`src/rtl/latch_ctrl_pkg.sv`:
```
// latch_ctrl_pkg
//   Shared types and helpers for the latch write arbiter.
//   state_t   : write sequencer states (IDLE -> SETUP -> ENABLE -> HOLD -> DONE)
//   cnt_width : width of the single phase down-counter, sized from the
//               longest of the three timed phases.
package latch_ctrl_pkg;

  typedef enum logic [2:0] {
    IDLE   = 3'd0,
    SETUP  = 3'd1,
    ENABLE = 3'd2,
    HOLD   = 3'd3,
    DONE   = 3'd4
  } state_t;

  function automatic int max3(input int a, input int b, input int c);
    int m;
    m = (a > b) ? a : b;
    m = (m > c) ? m : c;
    return m;
  endfunction

  // The counter is loaded with (phase length - 1) and counts down to 0,
  // so it only has to represent values up to max-1.
  function automatic int cnt_width(input int setup_cyc, input int en_cyc, input int hold_cyc);
    int m;
    m = max3(setup_cyc, en_cyc, hold_cyc);
    return (m < 2) ? 1 : $clog2(m);
  endfunction

endpackage

```
`src/rtl/rr_arbiter.sv`:
```
// rr_arbiter
//   Purely combinational round-robin pick: returns the first set request bit
//   searching upward from the pointer, wrapping modulo NREQ.
//   Ports:
//     req    : request vector, one bit per requester
//     ptr    : highest-priority index for this search
//     winner : index of the selected requester (0 when none)
//     valid  : high when any request bit is set
module rr_arbiter #(
  parameter int NREQ = 4,
  localparam int IDXW = $clog2(NREQ)
) (
  input  logic [NREQ-1:0] req,
  input  logic [IDXW-1:0] ptr,
  output logic [IDXW-1:0] winner,
  output logic            valid
);

  // rot_idx[k] is the requester examined at search step k.
  logic [IDXW-1:0] rot_idx [NREQ];

  genvar gi;
  generate
    for (gi = 0; gi < NREQ; gi++) begin : g_rot
      assign rot_idx[gi] = IDXW'((int'(ptr) + gi) % NREQ);
    end
  endgenerate

  // Scan from the farthest step back to step 0 so the closest set bit to
  // the pointer is the last one written and therefore wins.
  always_comb begin
    valid  = 1'b0;
    winner = '0;
    for (int k = NREQ - 1; k >= 0; k--) begin
      if (req[rot_idx[k]]) begin
        valid  = 1'b1;
        winner = rot_idx[k];
      end
    end
  end

endmodule

```
`src/rtl/latch_write_arbiter.sv`:
```
// latch_write_arbiter
//   Shares one D-latch word between NREQ requesters. Each write is sequenced
//   as setup -> enable -> hold so LD is stable around the whole LEN pulse,
//   then a one-cycle ACK is returned to the granted requester.
//   Ports:
//     CLK    : rising-edge clock
//     R      : asynchronous active-low reset
//     REQ    : per-requester write request (level, held until ACK)
//     WDATA  : packed write data, requester i in [i*WIDTH +: WIDTH]
//     ACK    : one-cycle completion pulse to the granted requester
//     GNT_ID : index of the current or last granted requester
//     BUSY   : high from grant until the cycle after ACK
//     LD     : registered data to latch D
//     LEN    : registered latch enable
module latch_write_arbiter
  import latch_ctrl_pkg::*;
#(
  parameter int NREQ      = 4,
  parameter int WIDTH     = 8,
  parameter int SETUP_CYC = 1,
  parameter int EN_CYC    = 2,
  parameter int HOLD_CYC  = 1,
  localparam int IDXW     = $clog2(NREQ)
) (
  input  logic                  CLK,
  input  logic                  R,
  input  logic [NREQ-1:0]       REQ,
  input  logic [NREQ*WIDTH-1:0] WDATA,
  output logic [NREQ-1:0]       ACK,
  output logic [IDXW-1:0]       GNT_ID,
  output logic                  BUSY,
  output logic [WIDTH-1:0]      LD,
  output logic                  LEN
);

  localparam int CW = cnt_width(SETUP_CYC, EN_CYC, HOLD_CYC);

  state_t            state_q, state_d;
  logic [CW-1:0]     cnt_q, cnt_d;
  logic [IDXW-1:0]   ptr_q, ptr_d;
  logic [IDXW-1:0]   gnt_id_q, gnt_id_d;
  logic [WIDTH-1:0]  ld_q, ld_d;
  logic              len_q, len_d;
  logic [NREQ-1:0]   ack_q, ack_d;
  logic              busy_q, busy_d;

  logic [IDXW-1:0]   arb_winner;
  logic              arb_valid;

  rr_arbiter #(
    .NREQ(NREQ)
  ) u_rr_arbiter (
    .req    (REQ),
    .ptr    (ptr_q),
    .winner (arb_winner),
    .valid  (arb_valid)
  );

  always_comb begin
    state_d  = state_q;
    cnt_d    = cnt_q;
    ptr_d    = ptr_q;
    gnt_id_d = gnt_id_q;
    ld_d     = ld_q;
    len_d    = len_q;
    busy_d   = busy_q;
    ack_d    = '0;

    case (state_q)
      IDLE: begin
        // LD is captured only here, so D never moves during enable or hold.
        if (arb_valid) begin
          gnt_id_d = arb_winner;
          ld_d     = WDATA[arb_winner*WIDTH +: WIDTH];
          busy_d   = 1'b1;
          ptr_d    = (arb_winner == IDXW'(NREQ - 1)) ? '0 : arb_winner + 1'b1;
          cnt_d    = CW'(SETUP_CYC - 1);
          state_d  = SETUP;
        end
      end

      SETUP: begin
        if (cnt_q == '0) begin
          len_d   = 1'b1;
          cnt_d   = CW'(EN_CYC - 1);
          state_d = ENABLE;
        end else begin
          cnt_d = cnt_q - 1'b1;
        end
      end

      ENABLE: begin
        if (cnt_q == '0) begin
          len_d   = 1'b0;
          cnt_d   = CW'(HOLD_CYC - 1);
          state_d = HOLD;
        end else begin
          cnt_d = cnt_q - 1'b1;
        end
      end

      HOLD: begin
        if (cnt_q == '0) begin
          ack_d   = NREQ'(1) << gnt_id_q;
          state_d = DONE;
        end else begin
          cnt_d = cnt_q - 1'b1;
        end
      end

      DONE: begin
        busy_d  = 1'b0;
        state_d = IDLE;
      end

      default: begin
        len_d   = 1'b0;
        busy_d  = 1'b0;
        state_d = IDLE;
      end
    endcase
  end

  // Reset clears LEN asynchronously so an interrupted write closes the latch
  // immediately; the transfer is abandoned without an ACK.
  always_ff @(posedge CLK or negedge R) begin
    if (!R) begin
      state_q  <= IDLE;
      cnt_q    <= '0;
      ptr_q    <= '0;
      gnt_id_q <= '0;
      ld_q     <= '0;
      len_q    <= 1'b0;
      ack_q    <= '0;
      busy_q   <= 1'b0;
    end else begin
      state_q  <= state_d;
      cnt_q    <= cnt_d;
      ptr_q    <= ptr_d;
      gnt_id_q <= gnt_id_d;
      ld_q     <= ld_d;
      len_q    <= len_d;
      ack_q    <= ack_d;
      busy_q   <= busy_d;
    end
  end

  assign ACK    = ack_q;
  assign GNT_ID = gnt_id_q;
  assign BUSY   = busy_q;
  assign LD     = ld_q;
  assign LEN    = len_q;

endmodule

```
`config.mk`:
```
export PLATFORM = sky130hd
export DESIGN_NAME = latch_write_arbiter
export DESIGN_NICKNAME = d
export VERILOG_FILES = /design/src/rtl/latch_ctrl_pkg.sv /design/src/rtl/rr_arbiter.sv /design/src/rtl/latch_write_arbiter.sv
export SDC_FILE = /design/constraint.sdc
export NUM_CORES = 1
export LEC_CHECK = 0
export CAP_MARGIN = 20
export CORE_ASPECT_RATIO = 2
export CORE_MARGIN = 10
export CORE_UTILIZATION = 35
export CTS_CLUSTER_SIZE = 30
export DETAILED_ROUTE_END_ITERATION = 8
export HOLD_SLACK_MARGIN = 0.02
export PLACE_DENSITY = 0.73
export REMOVE_ABC_BUFFERS = 1
export SYNTH_ARGS = -nofsm -noshare
export SYNTH_HDL_FRONTEND = slang
export SYNTH_HIERARCHICAL = 1
export SYNTH_SLANG_ARGS = --single-unit
```
`constraint.sdc`:
```
create_clock -name CLK -period 5.88 [get_ports CLK]
set_input_delay 1.176 -clock CLK [delete_from_list [all_inputs] [get_ports CLK]]
set_output_delay 1.176 -clock CLK [all_outputs]
set_load 0.02 [all_outputs]
```
==> run metrics <==
utilization after layout 53.1%; Worst Path Max Fanout 11; Logic pwr share 54.0%; final hold viol count 0; simple-gate portion of the synthesized area 10.9%; Fin Clk Skew 0.00553 ns; Tmin final 3.40 ns; instance count of the mapped netlist 86; Site Rows 30; xor and xnor area share after synthesis 0%; Die X 61.7 µm; worst slew margin relative to its limit 36.5%; Pint 0.552 mW; DR WL/cell 17.3 µm; VDD IR-drop max 0.203 mV; clock share of power 12.3%; hpwl dp 2570 µm; drt drc 0; Max Clk Rate 0.294 GHz; Clk Tree Root Cell clkbuf_8; core area 3380 µm²; CTS tree yes; Setup CP Type input port to flip-flop; Netlist Area Pre-Place 1220 µm²; largest net degree at the start of global routing 23; post-synthesis mux area share 31.3%; die area 6390 µm²; Clock Path Buffers 2; IO Count 54; Slew @ Worst Pin 0.951 ns; Worst-Skew Late Latency 0.26 ns; 1st-iter DRT viols 10; Post-CTS Resized 0; RePlAce Congestion 0.708; PD cells 472 nW/µm²; worst slack, placed 2.16 ns; setup ws final 2.48 ns; unrepaired setup endpoints after global routing no; Via Count 905; ANT nets after route 0; class of the tightest hold or removal check flip-flop to flip-flop; vias in the first global route 1,017; Avg Synthesized Cell Area 14.2 µm²; Setup Buffers After CTS 0; share of cells above drive strength 1 16.7%; largest family of logic cells by synthesized area multiplexers; number of fill cells 283; Initial Util 36.1%; Net Sw Power 0.296 mW; Net Sw Frac 34.9%; CP startpoint kind input port; Max-Cap Viols 0; post-synthesis compound-gate area fraction 6.88%; number of clock sinks 22; pins over their slew limit 0; Setup crit end kind flip-flop; Area growth syn-to-layout 47.2%; Synth Register Bits 22; Via density 5.32; Post-Route Setup TNS 0 ns; CP required 6.03 ns; initial antenna violation count 0; DRT Pass-1 Iters 4; global-route wire length before repair 4730 µm; asr flop ratio synth 100%; Worst-path clk slew 0.08 ns; Tot GR Track Use 9.72%; final net count 178; fin crit share 57.8%; post-synthesis sequential area ratio 45.2%; Most used DFF post-synth dfrtp_1; total CTS buffers 3; Routed Wire Length 2940 µm; Pleak 0.755 nW; CP Data Arrival Time 3.54 ns; GRT overflow 0; Storage cell area 551 µm²; Die Height 103 µm; number of synthesis warnings 6; status finished clean; H-tree lvl count 1; I/O Buffers 53; Hold-fix buffers, CTS 0; area of the multi-input gates 611 µm²; part of the power in registers 33.8%; number of synthesized flops with an enable pin 0; adder-cell share of the synthesized area 1.03%; # diodes 0; Final Setup Violations 0; count of different cell masters after synthesis 31
## per-stage QoR
step	cells	hold slack, ns	cell area [µm²]	power [mW]
6_report	170	0.499	1790	0.848
3_3_place_gp	166	0.476	1740	0.736
4_1_cts	170	0.501	1790	0.861
2_1_floorplan	81	0.480	1170	0.579
5_1_grt	170	0.516	1790	0.903
3_5_place_dp	166	0.484	1740	0.756
## registers in the layout, indices dropped and copies added (netlist names)
name,count
state_q,3
LD,8
BUSY,1
GNT_ID,2
ptr_q,2
ACK,4
LEN,1
cnt_q,1
## critical path: stages
cell             delay [ns]
clkdlybuf4s50_1        0.52
mux2i_1                0.10
a211oi_2               0.82
mux4_1                 0.65
mux2_2                 0.28
## power groups by stage
stage	combinational, mW	sequential, mW	clock [mW]
after floorplan	0.251	0.328	0
after global placement	0.451	0.285	0
after detailed placement	0.467	0.289	0
after CTS	0.467	0.287	0.107
after global routing	0.492	0.298	0.113
final	0.457	0.286	0.104
## routing by layer
layer | wire (µm) | track usage [%] | vias up
met2 | 1500 | 16.4 | 41
met1 | 1130 | 10.1 | 430
met3 | 284 | 4.03 | 4
li1 | - | - | 430
met4 | 33 | 3.98 | 0
met5 | 0 | 0 | -
## logic make-up (layout without fill, tap and decap cells)
group	after synthesis	after routing
compound gates	12	12
buf+inv	7	59
fa+ha+maj	1	1
flops	22	22
mux	21	21
simple gates	23	23
## layout by cell type, fill, tap and decap left out, types with 2 or more instances in the layout
cell	count
nor2_1	7
clkbuf_8	4
mux4_1	6
inv_1	2
nor3b_1	3
o21ai_0	4
mux2_2	3
nand2b_1	2
clkdlybuf4s50_1	53
mux4_2	2
a21oi_1	2
nand2_1	4
mux2_4	9
dfrtp_1	22
## layout make-up
class                   instances  area share (%)
clock buffers                   4            3.07
inverters                       2           0.418
multi-input cells              57            34.0
flip-flops and latches         22            30.7
well taps                      32            2.23
repair buffers                 53            29.6
## cell usage after synthesis (2+ instances only)
cell type	n	area share, %
inv_1	2	0.62
nor3b_1	3	1.8
nand2b_1	2	1.0
a21oi_1	2	0.82
mux4_2	2	3.7
o21ai_0	4	1.6
dfrtp_1	22	45
mux2_4	9	11
buf_6	2	1.8
nand2_1	4	1.2
nor2_1	7	2.2
mux2_2	3	2.8
mux4_1	6	13
## final timing paths
kind	from	cells past startpoint	slack, ns	endpoint
min in group asynchronous	R	1	1.43	state_q[1]
hold reg to reg	BUSY	1	0.50	BUSY
setup / recovery	REQ[3]	5	2.48	LD[2]
max in group asynchronous	R	1	3.90	LD[0]
hold / removal	BUSY	1	0.50	BUSY
setup reg to reg	ptr_q[1]	4	3.42	LD[2]
Note: power is estimated with default switching activity, not from simulation.
